<file path="src/rtl/rv32_ctrl_pkg.sv">
// Shared encodings for the RV32I multicycle control unit and its decoder.
package rv32_ctrl_pkg;

  localparam int unsigned XLEN    = 32;
  localparam int unsigned ITYPE_W = 4;
  localparam int unsigned STATE_W = 3;
  localparam int unsigned SEL_W   = 2;

  // Instruction classes produced by the decoder.
  typedef enum logic [ITYPE_W-1:0] {
    IT_OP      = 4'd0,
    IT_OPIMM   = 4'd1,
    IT_BRANCH  = 4'd2,
    IT_LUI     = 4'd3,
    IT_AUIPC   = 4'd4,
    IT_JAL     = 4'd5,
    IT_JALR    = 4'd6,
    IT_LOAD    = 4'd7,
    IT_STORE   = 4'd8,
    IT_ILLEGAL = 4'd15
  } itype_e;

  // Sequencer states; codes 6 and 7 are unused.
  typedef enum logic [STATE_W-1:0] {
    ST_FETCH  = 3'd0,
    ST_DECODE = 3'd1,
    ST_EXEC   = 3'd2,
    ST_MEM    = 3'd3,
    ST_WB     = 3'd4,
    ST_TRAP   = 3'd5
  } state_e;

  // Next-PC source.
  typedef enum logic [SEL_W-1:0] {
    PCSEL_PC4  = 2'd0,
    PCSEL_IMM  = 2'd1,
    PCSEL_JALR = 2'd2,
    PCSEL_TRAP = 2'd3
  } pcsel_e;

  // Register-file write-back source.
  typedef enum logic [SEL_W-1:0] {
    WBSEL_ALU  = 2'd0,
    WBSEL_LOAD = 2'd1,
    WBSEL_PC4  = 2'd2,
    WBSEL_IMM  = 2'd3
  } wbsel_e;

  // ALU operand B source.
  typedef enum logic [SEL_W-1:0] {
    SRCB_RS2  = 2'd0,
    SRCB_IMM  = 2'd1,
    SRCB_FOUR = 2'd2
  } srcb_e;

  // Control bundle driven to the datapath.
  typedef struct packed {
    logic   imem_req;
    logic   ir_we;
    logic   dmem_req;
    logic   dmem_we;
    logic   alu_srcA_sel;
    srcb_e  alu_srcB_sel;
    logic   pc_we;
    pcsel_e pc_sel;
    logic   rf_we;
    wbsel_e wb_sel;
    logic   trap;
  } ctrl_t;

endpackage

</file>
<file path="src/rtl/ctrl_output_decode.sv">
// Combinational map from sequencer state and latched instruction class to datapath controls.
module ctrl_output_decode
  import rv32_ctrl_pkg::*;
(
  input  state_e i_state,
  input  itype_e i_itype,
  input  logic   i_werf,
  input  logic   i_br_taken,
  input  logic   i_imem_ready,
  input  logic   i_dmem_ready,
  output ctrl_t  o_ctrl
);

  // Moore decode; only ir_we and the store-completion PC update look at ready.
  always_comb begin
    o_ctrl = '0;
    unique case (i_state)
      ST_FETCH: begin
        o_ctrl.imem_req = 1'b1;
        o_ctrl.ir_we    = i_imem_ready;
      end
      ST_EXEC: begin
        case (i_itype)
          IT_OPIMM: o_ctrl.alu_srcB_sel = SRCB_IMM;
          IT_AUIPC: begin
            o_ctrl.alu_srcA_sel = 1'b1;
            o_ctrl.alu_srcB_sel = SRCB_IMM;
          end
          IT_BRANCH: begin
            o_ctrl.pc_we  = 1'b1;
            o_ctrl.pc_sel = i_br_taken ? PCSEL_IMM : PCSEL_PC4;
          end
          IT_JAL: begin
            o_ctrl.pc_we  = 1'b1;
            o_ctrl.pc_sel = PCSEL_IMM;
          end
          IT_JALR: begin
            o_ctrl.pc_we  = 1'b1;
            o_ctrl.pc_sel = PCSEL_JALR;
          end
          IT_LOAD, IT_STORE: o_ctrl.alu_srcB_sel = SRCB_IMM;
          default: ;
        endcase
      end
      ST_MEM: begin
        o_ctrl.dmem_req = 1'b1;
        o_ctrl.dmem_we  = (i_itype == IT_STORE);
        if ((i_itype == IT_STORE) && i_dmem_ready) begin
          o_ctrl.pc_we  = 1'b1;
          o_ctrl.pc_sel = PCSEL_PC4;
        end
      end
      ST_WB: begin
        o_ctrl.rf_we = i_werf;
        o_ctrl.pc_we = 1'b1;
        case (i_itype)
          IT_LOAD:          o_ctrl.wb_sel = WBSEL_LOAD;
          IT_LUI:           o_ctrl.wb_sel = WBSEL_IMM;
          IT_JAL, IT_JALR: begin
            o_ctrl.wb_sel = WBSEL_PC4;
            o_ctrl.pc_we  = 1'b0;
          end
          default:          o_ctrl.wb_sel = WBSEL_ALU;
        endcase
      end
      ST_TRAP: begin
        o_ctrl.trap   = 1'b1;
        o_ctrl.pc_we  = 1'b1;
        o_ctrl.pc_sel = PCSEL_TRAP;
      end
      default: ;
    endcase
  end

endmodule

</file>
<file path="src/rtl/multicycle_control_unit.sv">
// RV32I multicycle sequencer: state machine, latched instruction class and retire counter.
module multicycle_control_unit
  import rv32_ctrl_pkg::*;
#(
  parameter logic [XLEN-1:0] RESET_PC = 32'h0000_0000,
  parameter logic [XLEN-1:0] TRAP_PC  = 32'h0000_0100
) (
  input  logic               clk,
  input  logic               reset,
  input  logic [ITYPE_W-1:0] iType_in,
  input  logic               werf_in,
  input  logic               br_taken_in,
  input  logic               imem_ready,
  input  logic               dmem_ready,
  output logic               imem_req,
  output logic               ir_we,
  output logic               dmem_req,
  output logic               dmem_we,
  output logic               alu_srcA_sel,
  output logic [SEL_W-1:0]   alu_srcB_sel,
  output logic               pc_we,
  output logic [SEL_W-1:0]   pc_sel,
  output logic               rf_we,
  output logic [SEL_W-1:0]   wb_sel,
  output logic               trap,
  output logic [XLEN-1:0]    instret,
  output logic [STATE_W-1:0] state_dbg
);

  state_e          r_state;
  state_e          w_next_state;
  itype_e          r_itype;
  itype_e          w_itype_in;
  logic            w_retire;
  logic [XLEN-1:0] r_instret;
  ctrl_t           w_ctrl;
  ctrl_t           w_ctrl_out;

  // The PC register lives in the datapath; these values only document its reload targets.
  logic w_unused_pc_params;
  assign w_unused_pc_params = ^{RESET_PC, TRAP_PC};

  assign w_itype_in = itype_e'(iType_in);

  // State register.
  always_ff @(posedge clk or posedge reset) begin
    if (reset) r_state <= ST_FETCH;
    else       r_state <= w_next_state;
  end

  // Next-state and retire decision.
  always_comb begin
    w_next_state = ST_FETCH;
    w_retire     = 1'b0;
    unique case (r_state)
      ST_FETCH:  w_next_state = imem_ready ? ST_DECODE : ST_FETCH;
      ST_DECODE: w_next_state = (w_itype_in == IT_ILLEGAL) ? ST_TRAP : ST_EXEC;
      ST_EXEC: begin
        case (r_itype)
          IT_BRANCH: begin
            w_next_state = ST_FETCH;
            w_retire     = 1'b1;
          end
          IT_LOAD, IT_STORE: w_next_state = ST_MEM;
          default:           w_next_state = ST_WB;
        endcase
      end
      ST_MEM: begin
        if (!dmem_ready) begin
          w_next_state = ST_MEM;
        end else if (r_itype == IT_STORE) begin
          w_next_state = ST_FETCH;
          w_retire     = 1'b1;
        end else begin
          w_next_state = ST_WB;
        end
      end
      ST_WB: begin
        w_next_state = ST_FETCH;
        w_retire     = 1'b1;
      end
      ST_TRAP: w_next_state = ST_FETCH;
      default: w_next_state = ST_FETCH;
    endcase
  end

  // Instruction class latched while the decoder output is valid.
  always_ff @(posedge clk or posedge reset) begin
    if (reset)                    r_itype <= IT_OP;
    else if (r_state == ST_DECODE) r_itype <= w_itype_in;
  end

  // Retired-instruction counter, wraps naturally.
  always_ff @(posedge clk or posedge reset) begin
    if (reset)         r_instret <= '0;
    else if (w_retire) r_instret <= r_instret + XLEN'(1);
  end

  ctrl_output_decode u_decode (
    .i_state      (r_state),
    .i_itype      (r_itype),
    .i_werf       (werf_in),
    .i_br_taken   (br_taken_in),
    .i_imem_ready (imem_ready),
    .i_dmem_ready (dmem_ready),
    .o_ctrl       (w_ctrl)
  );

  // Reset forces every control low at once, aborting any open handshake.
  always_comb begin
    w_ctrl_out = w_ctrl;
    if (reset) w_ctrl_out = '0;
  end

  assign imem_req     = w_ctrl_out.imem_req;
  assign ir_we        = w_ctrl_out.ir_we;
  assign dmem_req     = w_ctrl_out.dmem_req;
  assign dmem_we      = w_ctrl_out.dmem_we;
  assign alu_srcA_sel = w_ctrl_out.alu_srcA_sel;
  assign alu_srcB_sel = w_ctrl_out.alu_srcB_sel;
  assign pc_we        = w_ctrl_out.pc_we;
  assign pc_sel       = w_ctrl_out.pc_sel;
  assign rf_we        = w_ctrl_out.rf_we;
  assign wb_sel       = w_ctrl_out.wb_sel;
  assign trap         = w_ctrl_out.trap;
  assign instret      = r_instret;
  assign state_dbg    = r_state;

endmodule

</file>
<file path="config.mk">
export PLATFORM = sky130hd
export DESIGN_NAME = multicycle_control_unit
export DESIGN_NICKNAME = d
export VERILOG_FILES = /design/src/rtl/rv32_ctrl_pkg.sv /design/src/rtl/ctrl_output_decode.sv /design/src/rtl/multicycle_control_unit.sv
export SDC_FILE = /design/constraint.sdc
export NUM_CORES = 1
export LEC_CHECK = 0
export CORE_MARGIN = 2
export CORE_UTILIZATION = 40
export CTS_BUF_LIST = sky130_fd_sc_hd__clkbuf_16
export CTS_CLUSTER_DIAMETER = 200
export DETAILED_ROUTE_END_ITERATION = 10
export PLACE_DENSITY_LB_ADDON = 0.05
export SYNTH_ARGS = -nofsm -noshare
export SYNTH_HDL_FRONTEND = slang
export SYNTH_HIERARCHICAL = 1
export SYNTH_SLANG_ARGS = --single-unit
</file>
<file path="constraint.sdc">
create_clock -name clk -period 1.9 [get_ports clk]
set_input_delay 0.285 -clock clk [delete_from_list [all_inputs] [get_ports clk]]
set_output_delay 0.285 -clock clk [all_outputs]
set_load 0.01 [all_outputs]
</file>
==> flow_summary.toml <==
[yosys]
synth_edf_count = 0
synth_xor_area_frac = 0.125
synth_warnings = 6
yosysUniqueCellTypes = 49
synth-compound-area-share = 0.0619
synth_fa_ha_area_frac = 0.00543
synthCells = 222
synth_top_family_by_area = "simple AND/OR/NAND/NOR gates"
synth_fp_nets = 233
syn_area_sq_um = 2300
synth-simple-area-share = 0.321
ys_ff_latch = 39
muxShareOfSynthArea = 0.0244
ys.flop_type = "dfrtp_1"
synth_seq_area_share = 0.423
syn_avg_cell_area_sq_um = 10.4
synthArstFlopShare = 1.00

[layout]
final_nets = 346
area_growth_pct = 60.3
antennaDiodeCount = 0
drive_above_1_share = 0.387
postLayoutCellArea_sq_um = 3690

[critical_path]
r2r_slack_ns = -0.08
path_class = "flop to flop"
worstPathArrival_ns = 2.15
rr_startpoint = "r_itype[2]"
worst-r2r-cell-count = 8
path_max_fanout = 7
required_ns = 2.07
start_kind = "flop"
worstReg2RegEnd = "instret[27]"
critPathCaptureType = "flop"

[sta]
report.final.slew_viol_count = 0
fin_tns_setup_ns = -0.714
skew_ns = 0.00370
period_needed_ns = 1.98
rsz0062_at_grt = "true"
finalCritPeriodShare = 1.04
timing.fmax_mhz = 504
setup_viol = 19
finalHoldViolations = 0
worst_slack_ns = -0.0827

[pwr]
power.share.sequential = 0.272
power_switching_share = 0.334
p_int_w = 0.00278
p_comb_frac = 0.498
total_leakage_power_nw = 1.54
peakVddDrop_uv = 660
p_per_area_nw_per_um2 = 1130
switchingPower_w = 0.00139
pwr-share-clk = 0.229
fin_total_pwr_w = 0.00417

[min_path]
whs_path_depth = 1
hp-class = "flop to flop"
hold_start = "instret[31]"
holdPathEnd = "instret[31]"

[route]
dr.pass1.iters = 4
wl_per_cell_microns = 14.5
drt.antenna.violating_nets = 0
routed_wirelength_microns = 5900
drcViolationCount = 0
drt_iter0_markers = 73
via_count = 2073
avgViaCountPerCell = 5.08

[floorplanning]
core_sq_um = 5540
die_h_microns = 79.9
ios = 59
start_util = 0.416
die_area_sq_um = 6380
die_w_microns = 79.9
rows = 27

[global_routing]
grt_max_degree = 25
grt_usage = 0.186
grt_pass1_vias = 2057
antenna_found_initial = 0
grt_pass1_wl_microns = 9470
grt-ovfl-total = 0

[place]
placed_area_sq_um = 3170
io_buffers = 57
place_ws_ns = -0.211
dp_hpwl_microns = 3870
gp_congestion = 0.754

[clock_tree]
ctsHtreeMaxLevel = 2
cts_tree = "done"
clkTransAtPathRegs_ns = 0.06
cts_root_buf = "clkbuf_16"
ctsLongestPathBuffers = 2
numCtsBuffers = 5
cts.sinks = 39
insertion_delay_ns = 0.28

[status]
status = "finished, violations left"
violations = "negative setup slack"

[job]
max_cap_violations = 0
==> cells in the final DEF (no fill, tap or decap), types with 4 or more instances in the layout <==
cell | netlist | routed
clkdlybuf4s50_1 | 0 | 44
buf_4 | 2 | 44
dfrtp_1 | 39 | 34
xnor2_1 | 31 | 30
nor2b_1 | 17 | 15
nand4_1 | 13 | 13
nand2_1 | 16 | 13
nand3_2 | 0 | 12
buf_6 | 3 | 12
buf_2 | 1 | 8
nor2_1 | 7 | 7
clkbuf_16 | 0 | 6
nand3_1 | 17 | 5
mux2_2 | 5 | 5
inv_1 | 5 | 5
dfrtp_2 | 0 | 5
and3_1 | 5 | 4
nor4b_4 | 3 | 4
nor3b_1 | 5 | 4
==> how the worst max path moves through the flow <==
stage	start	end	depth (start not counted)
6_report	r_itype[2]	instret[27]	8
5_1_grt	r_itype[1]	instret[29]	8
4_1_cts	r_itype[0]	pc_we	6
3_5_place_dp	br_taken_in	pc_sel[0]	6
3_3_place_gp	br_taken_in	pc_sel[0]	6
2_1_floorplan	instret[0]	instret[22]	7
==> per-layer routing <==
layer | share of wire | up-vias | routed length (microns) | global-route usage
met5 | 0 | - | 0 | 0
met4 | 0.0042 | 0 | 25 | 0.0407
met3 | 0.039 | 2 | 230 | 0.0373
met2 | 0.49 | 45 | 2920 | 0.309
met1 | 0.46 | 1009 | 2720 | 0.250
li1 | - | 1017 | - | -
==> cells by family (layout without fill, tap and decap cells) <==
family | after synthesis | after routing
fa+ha+maj | 1 | 1
other cells | 1 | 1
xor+xnor | 33 | 33
simple gates | 110 | 110
compound gates | 19 | 19
buf+inv | 14 | 128
flops | 39 | 39
mux | 5 | 5
==> cell usage after synthesis, types with 2 or more instances <==
master | number | area (sq um)
dfrtp_1 | 39 | 976
xnor2_1 | 31 | 272
nand3_1 | 17 | 85.1
nor2b_1 | 17 | 106
nand2_1 | 16 | 60.1
nand4_1 | 13 | 81.3
nor2_1 | 7 | 26.3
and3_1 | 5 | 31.3
inv_1 | 5 | 18.8
mux2_2 | 5 | 56.3
nor3b_1 | 5 | 37.5
a21oi_1 | 4 | 20.0
and4_1 | 3 | 26.3
buf_6 | 3 | 33.8
clkbuf_1 | 3 | 11.3
nor4b_4 | 3 | 71.3
a211oi_1 | 2 | 15.0
and2_1 | 2 | 12.5
and3b_2 | 2 | 20.0
buf_4 | 2 | 15.0
nor3_1 | 2 | 10.0
nor3_2 | 2 | 20.0
nor4_1 | 2 | 12.5
nor4b_1 | 2 | 17.5
nor4bb_1 | 2 | 20.0
o211ai_1 | 2 | 15.0
o21ai_0 | 2 | 10.0
o21ai_1 | 2 | 10.0
xor2_1 | 2 | 17.5
==> state kept, by name, summed over array words and instances, names as in the netlist <==
signal	cells
instret	32
r_itype	4
state_dbg	3
==> area by class of cell <==
class | count | area, sq um
clock inverters | 3 | 43.8
clock buffers | 5 | 125
fillers | 468 | 1850
flip-flops and latches | 39 | 982
inverters | 5 | 18.8
repair buffers | 115 | 1030
well taps | 72 | 90.1
multi-input cells | 169 | 1410
==> power by group through the flow <==
stage          clock [W]  sequential [W]  combinational (W)
3_5_place_dp           0         0.00118            0.00149
4_1_cts         0.000973         0.00112            0.00187
5_1_grt          0.00100         0.00116            0.00224
3_3_place_gp           0         0.00118            0.00147
2_1_floorplan          0         0.00119           0.000831
6_report        0.000955         0.00114            0.00208
==> repair_timing <==
action	in CTS	in global routing
pin swaps	22	18
hold buffers	0	0
resized for setup	58	34
endpoints found under the setup margin	43	42
gates cloned	0	1
buffers inserted	22	3
hold endpoints to repair	0	0
==> stage by stage <==
| stage | instances | hold WS (ns) | utilization |
|---|---|---|---|
| 3_5_place_dp | 376 | 0.468 | 0.572 |
| 2_1_floorplan | 222 | 0.437 | - |
| 3_3_place_gp | 376 | 0.459 | 0.572 |
| 4_1_cts | 404 | 0.476 | 0.638 |
| 6_report | 408 | 0.468 | 0.667 |
| 5_1_grt | 408 | 0.495 | 0.667 |
==> critical path: stages (launching register included) <==
cell      delay, ns
dfrtp_2        0.41
buf_4          0.16
buf_4          0.15
nor4b_4        0.26
a22oi_2        0.21
a211oi_4       0.27
buf_6          0.16
nand4_1        0.12
xnor2_1        0.15
(Power assumes the default switching activity.)
==> RTL change 1: new RTL, same settings <==
Make the reset (`reset`) synchronous in 3 clocked blocks.
--- a/src/rtl/multicycle_control_unit.sv
+++ b/src/rtl/multicycle_control_unit.sv
@@ -43,7 +43,7 @@
   assign w_itype_in = itype_e'(iType_in);
 
   // State register.
-  always_ff @(posedge clk or posedge reset) begin
+  always_ff @(posedge clk) begin
     if (reset) r_state <= ST_FETCH;
     else       r_state <= w_next_state;
   end
@@ -85,13 +85,13 @@
   end
 
   // Instruction class latched while the decoder output is valid.
-  always_ff @(posedge clk or posedge reset) begin
+  always_ff @(posedge clk) begin
     if (reset)                    r_itype <= IT_OP;
     else if (r_state == ST_DECODE) r_itype <= w_itype_in;
   end
 
   // Retired-instruction counter, wraps naturally.
-  always_ff @(posedge clk or posedge reset) begin
+  always_ff @(posedge clk) begin
     if (reset)         r_instret <= '0;
     else if (w_retire) r_instret <= r_instret + XLEN'(1);
   end
Formal check against the unedited RTL: differs if reset is asserted again (counterexample within 4 cycles, from zero or initial values and one cycle with reset high); with reset held inactive, the same outputs for 10 cycles.
==> RTL change 1 against the original RTL <==
The run still ends with negative setup slack left; sequential cell count unchanged; synthesized cell count up 23%; maximum frequency down 0.83%; cell area up 0.98%; wire length up 12%; clock skew increased by 0.0027 ns; sequential share of layout area fell by 5.2 points; count of clock-buffer cells in the layout is 1 higher; setup slack worse by 0.017 ns; worst hold slack better by 0.014 ns; area after synthesis grew 0.81%; critical endpoint is now instret[28]$_SDFFE_PP0P_.
Power is not compared: it rests on default switching activity, and its combinational part moved more than twofold at a synthesized area within 25%.
==> RTL change 1: results (changes against the original RTL) <==
| Metric | Value |
|---|---|
| Outcome | `finished with violations (unchanged)` |
| Failing checks | `negative setup slack (unchanged)` |
| Non-Clock Buffer Count | `122 (was 115)` |
| Sequential standard cell area | `799.5 sq um (was 982.2 sq um)` |
| Share of cells above drive strength 1 | `0.3204 (was 0.3869)` |
| Final #Nets | `397 (was 346)` |
| Post-synth top flop | `dfxtp_1 (was dfrtp_1)` |
| DRT Wirelength | `6.601 mm (was 5.897 mm)` |
| Global-route wire length before repair | `10.63 mm (was 9.473 mm)` |
| Register area share after synthesis | `0.3360 (was 0.4235)` |
| Largest net degree at the start of global routing | `34 (was 25)` |
| Clock-cell share of area | `0.04259 (was 0.04572)` |
| Count of cell types in the netlist | `52 (was 49)` |
| Final WS setup | `-0.09926 ns (was -0.08274 ns)` |
| Multi-input logic area | `1603 sq um (was 1406 sq um)` |
| Hold-critical path depth | `2 (was 1)` |
| Non-filler cells, final | `459 (was 408)` |
| Top post-synthesis cells by area | `dfxtp_1 (34%), xor2_1 (6.0%), nor2_1 (4.2%), a21oi_1 (3.9%), nor2b_1 (3.8%) (was dfrtp_1 (42%), xnor2_1 (12%), nor2b_1 (4.6%), nand3_1 (3.7%), nand4_1 (3.5%))` |
| Vias in the first global route | `2309 (was 2057)` |
| Worst-path fanout max | `5 (was 7)` |
| Clock buffer cells | `6 (was 5)` |
| Gr usage total | `0.2102 (was 0.1859)` |
| Setup violations, final | `16 (was 19)` |
| Met2 WL | `3.295 mm (was 2.917 mm)` |
| M1 WL | `2.951 mm (was 2.724 mm)` |
| Max Clock Skew | `0.006370 ns (was 0.003703 ns)` |
| Detailed Place HPWL | `4.428 mm (was 3.870 mm)` |
| Xor/xnor share of the synthesized area | `0.06408 (was 0.1254)` |
| Synth Instances | `274 (was 222)` |
## RTL change 1: cell count changes in the layout (fill, tap and decap cells not counted), sizes merged, moves of 9 or more
cell / unedited run / this run
dfrtp: 39 / 0
o2111ai: 0 / 10
nand4: 14 / 5
or3: 1 / 10
dfxtp: 0 / 39
nor2: 7 / 26
xnor2: 31 / 1
nand3: 17 / 6
a21oi: 4 / 18
xor2: 2 / 16
o21ai: 4 / 16
## RTL change 1: through the flow
stage	utilization	worst slack (ns)	power, mW	area, sq um	setup TNS [ns]
floorplan	-	-0.1348	0.9929	2345	-0.5858
CTS	0.6391	-0.09183	1.996	3562	-0.7541
finish	0.6694	-0.09926	1.998	3731	-0.8435
detailed placement	0.5915	-0.2087	1.098	3297	-2.082
global route	0.6694	-0.1820	2.084	3731	-2.540
global placement	0.5915	-0.1813	1.097	3297	-1.704
## RTL change 1: how the worst min path moves through the flow
| stage | startpoint | end | slack [ns] |
|---|---|---|---|
| final | reset | r_itype[0]$_SDFFE_PP0N_ | 0.48 |
| after global routing | instret[31]$_SDFFE_PP0P_ | instret[31]$_SDFFE_PP0P_ | 0.52 |
| after CTS | reset | r_itype[1]$_SDFFE_PP0N_ | 0.49 |
| after detailed placement | instret[31]$_SDFFE_PP0P_ | instret[31]$_SDFFE_PP0P_ | 0.48 |
| after global placement | instret[31]$_SDFFE_PP0P_ | instret[31]$_SDFFE_PP0P_ | 0.47 |
| after floorplan | iType_in[3] | r_itype[3]$_SDFFE_PP0N_ | 0.43 |
## RTL change 1: timing repair
item / in CTS / in global routing
gates cloned: 2 / 0
endpoints found under the setup margin: 28 / 37
pin swaps: 12 / 7
buffers inserted: 4 / 6
resized for setup: 51 / 32
hold buffers: 0 / 0
==> RTL change 2: new RTL, config.mk and constraints unchanged <==
Without the edit above. Register the output `state_dbg` once more, without a reset; this adds one clock of latency there. The other outputs are not delayed to match.
--- a/src/rtl/multicycle_control_unit.sv
+++ b/src/rtl/multicycle_control_unit.sv
@@ -124,7 +124,9 @@
   assign wb_sel       = w_ctrl_out.wb_sel;
   assign trap         = w_ctrl_out.trap;
   assign instret      = r_instret;
-  assign state_dbg    = r_state;
+  always_ff @(posedge clk) begin
+    state_dbg <= r_state;
+  end
 
 endmodule
 
Behaviour: not the same (Yosys sat finds a counterexample within 4 cycles, from zero or initial values and one cycle with reset high).
==> RTL change 2 against the original RTL <==
The flow still finishes with violations (negative setup slack); total power down 5.8%; cell area up 1.7%; sequential cell count up 3; setup slack better by 0.019 ns; die area up 3.5%; synthesized cell count up 5.9%; area after synthesis up 3.7%; wire length down 3.0%.
==> RTL change 2: results (changes against the original RTL) <==
| Metric | Value |
|---|---|
| Average cell area after synthesis | `10.17 sq um (was 10.38 sq um)` |
| DRT iter0 DRCs | `67 (was 73)` |
| Multi-input gate share of total cell area | `0.3927 (was 0.3806)` |
| Count of cell types in the netlist | `51 (was 49)` |
| Xor/xnor share of the synthesized area | `0.1209 (was 0.1254)` |
| Inverter count | `11 (was 5)` |
| Non-Clock Buffer Count | `111 (was 115)` |
| Gr usage total | `0.1887 (was 0.1859)` |
| Tot Pwr | `3.926 mW (was 4.167 mW)` |
| Peak supply drop | `0.0008098 V (was 0.0006603 V)` |
| Cell area power density | `1045 nW/um^2 (was 1128 nW/um^2)` |
| Clock-cell share of area | `0.03764 (was 0.04572)` |
| Postcts setup bufs | `11 (was 22)` |
| Worst-path fanout max | `5 (was 7)` |
| Final WS setup | `-0.06364 ns (was -0.08274 ns)` |
| Slowest stage delay, CP | `0.39 ns (was 0.41 ns)` |
| Net Switching | `1.311 mW (was 1.392 mW)` |
| Power Combinational | `1.86 mW (was 2.08 mW)` |
| Top post-synthesis cells by area | `dfrtp_1 (41%), xor2_1 (8.1%), nor2b_1 (4.7%), xnor2_1 (4.0%), nor3_1 (3.4%) (was dfrtp_1 (42%), xnor2_1 (12%), nor2b_1 (4.6%), nand3_1 (3.7%), nand4_1 (3.5%))` |
| Clock sinks | `42 (was 39)` |
| Cell family with the largest share of critical-path delay | `buffers and inverters (was compound AO/OA/AOI/OAI gates)` |
| Vias/cell | `5.045 (was 5.081)` |
| Critical Path End | `dmem_we (was instret[27]$_DFFE_PP0P_)` |
| Outcome | `finished with violations (unchanged)` |
| Fillers | `483 (was 468)` |
| Reg-to-Reg Start | `r_itype[3]$_DFFE_PP0N_ (was r_itype[2]$_DFFE_PP0N_)` |
| Failing checks | `negative setup slack (unchanged)` |
| CP startpoint | `r_itype[1]$_DFFE_PP0N_ (was r_itype[2]$_DFFE_PP0N_)` |
| Final #Nets | `355 (was 346)` |
| Synth Instances | `235 (was 222)` |
| Multi-input comb cells | `173 (was 169)` |
| Reg2reg path depth | `6 (was 8)` |
| Routed len/inst | `13.62 um (was 14.45 um)` |
| Post-synthesis compound-gate area fraction | `0.04398 (was 0.06189)` |
| Vias in the first global route | `2149 (was 2057)` |
| Largest net degree at the start of global routing | `23 (was 25)` |
| Final GP Congestion | `0.8294 (was 0.7535)` |
| Setup violations, final | `9 (was 19)` |
| Placed cell areas | `3358 sq um (was 3168 sq um)` |
| Static Leakage | `1.663 nW (was 1.542 nW)` |
| Placed cell count | `402 (was 376)` |
| Reg2Reg Setup Slack | `-0.04 ns (was -0.08 ns)` |
RTL change 2: how the worst min path moves through the flow:
stage,startpoint,to,slack [ns]
floorplan,iType_in[3],r_itype[3]$_DFFE_PP0N_,0.44
global placement,instret[31]$_DFFE_PP0P_,instret[31]$_DFFE_PP0P_,0.46
detailed placement,instret[31]$_DFFE_PP0P_,instret[31]$_DFFE_PP0P_,0.46
CTS,instret[31]$_DFFE_PP0P_,instret[31]$_DFFE_PP0P_,0.48
global route,instret[31]$_DFFE_PP0P_,instret[31]$_DFFE_PP0P_,0.48
finish,instret[31]$_DFFE_PP0P_,instret[31]$_DFFE_PP0P_,0.47
RTL change 2: per-layer routing:
layer | track usage | vias to the layer above | part of all wire
li1 | - | 1033 | -
met1 | 0.2439 | 1046 | 0.45
met2 | 0.3164 | 35 | 0.51
met3 | 0.03444 | 5 | 0.029
met4 | 0.06441 | 0 | 0.0091
met5 | 0 | - | 0
